### src/rtl/alu_writeback_pkg.sv
// ---------------------------------------------------------------------------
// alu_writeback_pkg
//   Shared definitions for the ALU write-back stage: opcode encodings of the
//   cpu_2432 instruction set that this stage cares about, the default
//   multi-cycle penalty, the flag-register layout and a small helper for
//   MOVT upper-half placement.
// ---------------------------------------------------------------------------
package alu_writeback_pkg;

  // Opcode encodings (6-bit ex_opcode field).
  localparam logic [5:0] OP_ADD   = 6'h01;
  localparam logic [5:0] OP_SUB   = 6'h02;
  localparam logic [5:0] OP_AND   = 6'h03;
  localparam logic [5:0] OP_CMP   = 6'h08;
  localparam logic [5:0] OP_BTST  = 6'h0A;
  localparam logic [5:0] OP_MUL   = 6'h10;
  localparam logic [5:0] OP_LMOVT = 6'h14;
  localparam logic [5:0] OP_DJNZ  = 6'h1C;

  // Extra execute cycles granted to an operation flagged alu_mcp.
  localparam int MCP_CYCLES_DEFAULT = 1;

  // Architectural flags, packed so that the vector reads {S,Z,V,C}.
  typedef struct packed {
    logic s;
    logic z;
    logic v;
    logic c;
  } flags_t;

  // MOVT writes the low half of the ALU result into the upper register half.
  function automatic logic [31:0] movt_place(input logic [31:0] d);
    return {d[15:0], 16'h0000};
  endfunction

endpackage

### src/rtl/alu_writeback.sv
// ---------------------------------------------------------------------------
// alu_writeback
//   Pipeline stage directly after the ALU. Registers the ALU result onto the
//   register-file write port, sequences multi-cycle ALU operations, owns the
//   architectural flag register and reports DJNZ loop-taken to fetch.
//
// Ports
//   clk, reset_b          clock, asynchronous active-low reset
//   ex_valid              execute stage presents an instruction
//   ex_opcode             instruction opcode
//   ex_rdest              destination register
//   ex_setflags, ex_wren  instruction updates flags / writes the register file
//   alu_dout/cout/vout    ALU result, carry and overflow
//   alu_qnzout            DJNZ counter result is non-zero
//   alu_mcp               ALU result needs MCP_CYCLES extra cycles
//   ex_stall              hold execute (operands and ALU inputs stay stable)
//   wb_valid/ready        register-file write request / accept
//   wb_addr/data/be       write address, data, half-word enables {hi,lo}
//   flags                 {S,Z,V,C}, also feeds ALU cin/vin
//   djnz_taken            registered one-cycle loop-taken pulse
// ---------------------------------------------------------------------------
module alu_writeback
  import alu_writeback_pkg::*;
#(
  parameter int REGADDR_W  = 4,
  parameter int MCP_CYCLES = MCP_CYCLES_DEFAULT  // legal range 1..7
) (
  input  logic                 clk,
  input  logic                 reset_b,
  input  logic                 ex_valid,
  input  logic [5:0]           ex_opcode,
  input  logic [REGADDR_W-1:0] ex_rdest,
  input  logic                 ex_setflags,
  input  logic                 ex_wren,
  input  logic [31:0]          alu_dout,
  input  logic                 alu_cout,
  input  logic                 alu_vout,
  input  logic                 alu_qnzout,
  input  logic                 alu_mcp,
  output logic                 ex_stall,
  output logic                 wb_valid,
  input  logic                 wb_ready,
  output logic [REGADDR_W-1:0] wb_addr,
  output logic [31:0]          wb_data,
  output logic [1:0]           wb_be,
  output logic [3:0]           flags,
  output logic                 djnz_taken
);

  typedef enum logic {
    RUN = 1'b0,
    MCP = 1'b1
  } state_t;

  // Counter load value: the first extra cycle is spent on the RUN->MCP edge.
  localparam logic [2:0] CNT_INIT = 3'(MCP_CYCLES - 1);

  state_t                 state_q, state_d;
  logic [2:0]             cnt_q, cnt_d;
  logic                   wb_valid_q, wb_valid_d;
  logic [REGADDR_W-1:0]   wb_addr_q, wb_addr_d;
  logic [31:0]            wb_data_q, wb_data_d;
  logic [1:0]             wb_be_q, wb_be_d;
  flags_t                 flags_q, flags_d;
  logic                   djnz_q, djnz_d;

  logic slot_free;
  logic accept;
  logic capture;

  // The write slot is free when nothing is pending or the pending write
  // completes on this edge.
  assign slot_free = ~wb_valid_q | wb_ready;
  assign accept    = ex_valid & slot_free;

  assign ex_stall = (ex_valid & ~slot_free)
                  | ((state_q == RUN) & accept & alu_mcp)
                  | ((state_q == MCP) & (cnt_q != 3'd0));

  // Sequencer: decides on which edge the instruction is captured.
  always_comb begin
    // NOTE: every signal assigned in a combinational block gets a default
    // first, so no path leaves it unassigned and no latch is inferred.
    state_d = state_q;
    cnt_d   = cnt_q;
    capture = 1'b0;
    unique case (state_q)
      RUN: begin
        if (accept) begin
          if (alu_mcp) begin
            state_d = MCP;
            cnt_d   = CNT_INIT;
          end else begin
            capture = 1'b1;
          end
        end
      end
      MCP: begin
        if (cnt_q != 3'd0) begin
          cnt_d = cnt_q - 3'd1;
        end else if (accept) begin
          // Result ready and the write slot free: finish the operation.
          capture = 1'b1;
          state_d = RUN;
        end
      end
      default: state_d = RUN;
    endcase
  end

  // Write port, flags and DJNZ pulse.
  always_comb begin
    wb_valid_d = wb_valid_q & ~wb_ready;
    wb_addr_d  = wb_addr_q;
    wb_data_d  = wb_data_q;
    wb_be_d    = wb_be_q;
    flags_d    = flags_q;
    djnz_d     = 1'b0;

    if (capture) begin
      // A capture only happens with the slot free, so any older write is
      // completing on this same edge and the new request simply replaces it.
      wb_valid_d = ex_wren;
      wb_addr_d  = ex_rdest;
      if (ex_opcode == OP_LMOVT) begin
        wb_data_d = movt_place(alu_dout);
        wb_be_d   = 2'b10;
      end else begin
        wb_data_d = alu_dout;
        wb_be_d   = 2'b11;
      end

      if (ex_setflags) begin
        if (ex_opcode == OP_BTST) begin
          flags_d.z = (alu_dout == 32'h0);
        end else begin
          flags_d.s = alu_dout[31];
          flags_d.z = (alu_dout == 32'h0);
          flags_d.v = alu_vout;
          flags_d.c = alu_cout;
        end
      end

      djnz_d = (ex_opcode == OP_DJNZ) & alu_qnzout;
    end
  end

  // NOTE: state registers use non-blocking assignments so every flop samples
  // the pre-edge value of every other flop, independent of statement order.
  always_ff @(posedge clk or negedge reset_b) begin
    if (!reset_b) begin
      state_q    <= RUN;
      cnt_q      <= 3'd0;
      wb_valid_q <= 1'b0;
      wb_addr_q  <= '0;
      wb_data_q  <= 32'h0;
      wb_be_q    <= 2'b00;
      flags_q    <= '0;
      djnz_q     <= 1'b0;
    end else begin
      state_q    <= state_d;
      cnt_q      <= cnt_d;
      wb_valid_q <= wb_valid_d;
      wb_addr_q  <= wb_addr_d;
      wb_data_q  <= wb_data_d;
      wb_be_q    <= wb_be_d;
      flags_q    <= flags_d;
      djnz_q     <= djnz_d;
    end
  end

  assign wb_valid   = wb_valid_q;
  assign wb_addr    = wb_addr_q;
  assign wb_data    = wb_data_q;
  assign wb_be      = wb_be_q;
  assign flags      = flags_q;
  assign djnz_taken = djnz_q;

endmodule

### config.mk
export PLATFORM = sky130hd
export DESIGN_NAME = alu_writeback
export DESIGN_NICKNAME = d
export VERILOG_FILES = /design/src/rtl/alu_writeback_pkg.sv /design/src/rtl/alu_writeback.sv
export SDC_FILE = /design/constraint.sdc
export NUM_CORES = 1
export LEC_CHECK = 0
export CORE_UTILIZATION = 40
export DETAILED_ROUTE_END_ITERATION = 6
export PLACE_DENSITY = 0.78
export SLEW_MARGIN = 40
export SYNTH_ARGS = -nofsm -noshare
export SYNTH_HDL_FRONTEND = slang
export SYNTH_SLANG_ARGS = --single-unit
### constraint.sdc
create_clock -name clk -period 2.73 [get_ports clk]
set_input_delay 0.546 -clock clk [delete_from_list [all_inputs] [get_ports clk]]
set_output_delay 0.546 -clock clk [all_outputs]
set_load 0.05 [all_outputs]
==> flow_metrics.env <==
export IMPL_status="finished, final reports clean"
export IMPL_grt_use_total_pct=20.5
export IMPL_grt_max_degree=32
export IMPL_fin_worst_skew_ns=0.00938
export IMPL_cp_arrival_ns=1.82
export IMPL_yosys_warnings=0
export IMPL_std_cell_rows=25
export IMPL_fmax_ghz=0.422
export IMPL_fin_nets=331
export IMPL_finalCritPeriodShare_pct=86.7
export IMPL_drt_first_iter_violations=106
export IMPL_ys_seq_area_share_pct=57.6
export IMPL_tns_ns=0
export IMPL_crit_fanout=4
export IMPL_nFillCells=418
export IMPL_finalHoldViolCount=0
export IMPL_yosys_area_top_type="dfrtp_1"
export IMPL_cts_tree="built"
export IMPL_cts_resized=0
export IMPL_startpoint_type="flip-flop"
export IMPL_area_delta_synth_final_pct=53.9
export IMPL_cts_htree_levels=2
export IMPL_worstHoldPathType="in2async"
export IMPL_min_period_ns=2.37
export IMPL_powerDensity_nw_per_um2=731
export IMPL_die_w_um=74.2
export IMPL_slew_headroom_pct=57.1
export IMPL_initial_core_util_pct=42.8
export IMPL_diodes=0
export IMPL_drive_above_1_share_pct=8.99
export IMPL_drc=0
export IMPL_cap_violations=0
export IMPL_crit_type="reg2out"
export IMPL_async_reset_ff_share_pct=100
export IMPL_clockBufferDepth=2
export IMPL_clkTransAtPathRegs_ns=0.09
export IMPL_port_buffers=96
export IMPL_synth_top_area_share_pct=57.6
export IMPL_ys_types=27
export IMPL_synth_edff_count=0
export IMPL_cts_root_buf="clkbuf_8"
export IMPL_worstSetupStartpoint="cnt_q[0]"
export IMPL_cts_hold_repair_buffers=0
export IMPL_synth_flop_cell="dfrtp_1"
export IMPL_antenna_left=0
export IMPL_peakVddDrop_uv=357
export IMPL_place_worst_setup_slack_ns=0.360
export IMPL_drt_total_wl_um=5370
export IMPL_io_pins=97
export IMPL_core_area_sq_um=4880
export IMPL_vias=1755
export IMPL_leakagePower_uw=0.00144
export IMPL_routabilityCongestion=0.777
export IMPL_seqCellArea_sq_um=1200
export IMPL_synth_area_sq_um=2090
export IMPL_synth_cells=178
export IMPL_grt_pass1_vias=1714
export IMPL_yosys_top_cells_count="48 x dfrtp_1, 20 x nand2_1, 17 x o21ai_0"
export IMPL_wl_per_cell_um=15.6
export IMPL_die_y_um=74.2
export IMPL_syn_area_per_cell_sq_um=11.7
export IMPL_via_per_inst=5.09
export IMPL_synth_most_common_cell="dfrtp_1"
export IMPL_end_kind="primary output"
export IMPL_drtPass1Iterations=4
export IMPL_postLayoutSetupSlackWorst_ns=0.362
export IMPL_grt_setup_unrepaired="no"
export IMPL_setup_viol=0
export IMPL_antenna_found_initial=0
export IMPL_tightestPinTransition_ns=0.644
export IMPL_synth_seq_cells=48
export IMPL_grt_ovfl_total=0
export IMPL_finalMaxSlewViolations=0
export IMPL_cts_sink_count=48
export IMPL_multi_input_area_sq_um=793
export IMPL_die_area_sq_um=5510
export IMPL_place_hpwl_um=4180
export IMPL_numCtsBuffers=5
export IMPL_synth_fp_nets=232
export IMPL_grt_pass1_wl_um=8250
export IMPL_worst_ep_required_time_ns=2.18
export IMPL_synth_area_leaders="dfrtp_1 58%, mux2i_1 7.7%, a22o_1 6.7%, o21ai_0 4.1%, mux2_2 3.8%"
export IMPL_r2r_start="cnt_q[0]"
export IMPL_post_cts_buffers=0
export IMPL_worst_skew_pair_late_latency_ns=0.30
==> per-stage QoR <==
stage / util [%] / cell area [sq um] / total power (uW) / std cells / hold WS, ns
6_report: 65.8 / 3210 / 2350 / 345 / 0.261
5_1_grt: 65.8 / 3210 / 2450 / 345 / 0.296
4_1_cts: 65.8 / 3210 / 2370 / 345 / 0.282
3_5_place_dp: 63.9 / 3120 / 1930 / 337 / 0.460
3_3_place_gp: 63.9 / 3120 / 1920 / 337 / 0.455
2_1_floorplan: - / 2090 / 1530 / 178 / 0.250
==> registers in the layout (all words and copies together) (netlist names) <==
register and flops:
state_q 1, wb_be 2, wb_valid 1, flags 4, wb_addr 4, wb_data 32, djnz_taken 1, cnt_q 3
==> path summary, 6_finish.rpt <==
path / endpoint / depth (start not counted) / slack [ns]
setup / recovery: ex_stall / 7 / 0.36
hold / removal: cnt_q[2] / 1 / 0.26
setup reg to reg: flags[3] / 7 / 0.61
hold reg to reg: wb_be[1] / 1 / 0.48
max in group asynchronous: flags[0] / 2 / 1.86
min in group clk: wb_be[1] / 1 / 0.48
==> cell families after synthesis <==
logic type | count (synthesis) | synth area share, %
simple gates | 45 | 11.7
flops | 48 | 57.6
compound gates | 42 | 13.7
mux | 23 | 11.5
fa+ha+maj | 2 | 1.20
buf+inv | 18 | 4.44
==> layer usage <==
metal  GRT usage [%]  routed length (um)  vias to the layer above
met3            5.96                 382                       12
met1            25.6                2290                      828
li1                -                   -                      845
met4            9.01                 102                        0
met2            33.3                2590                       70
met5               0                   0                        -
==> report_power, final <==
| part | switching (uW) | total [uW] | leakage, uW | internal, uW |
|---|---|---|---|---|
| logic | 639 | 1010 | 0.000811 | 372 |
| clock network | 246 | 427 | 0.0000404 | 182 |
| registers | 71.8 | 908 | 0.000590 | 836 |
| total | 957 | 2350 | 0.00144 | 1390 |
==> area by class of cell <==
class | count | area share, %
clock buffers | 5 | 2.14
clock inverters | 3 | 0.740
multi-input cells | 112 | 24.7
flip-flops and latches | 48 | 37.4
inverters | 8 | 0.935
repair buffers | 102 | 31.5
well taps | 67 | 2.61
==> layout by cell type (no fill, tap or decap), types with 2 or more instances in the layout <==
cell type / count
buf_4: 6
inv_1: 8
o21ai_0: 17
nand4_1: 3
clkbuf_8: 5
a22o_1: 16
mux2i_1: 16
mux2_2: 7
nand2b_1: 4
o21ai_1: 4
o31ai_1: 2
nor2_1: 2
clkinvlp_4: 2
nand2_1: 20
dfrtp_1: 48
ha_1: 2
clkdlybuf4s50_1: 94
nor4_1: 9
==> critical path, stage by stage, from the launching register on <==
cell and delay [ns]:
dfrtp_1 0.39, inv_1 0.06, ha_1 0.14, ha_1 0.19, nand2b_1 0.17, o31a_1 0.21
o21ai_0 0.16, buf_12 0.19
(Power assumes the default switching activity.)
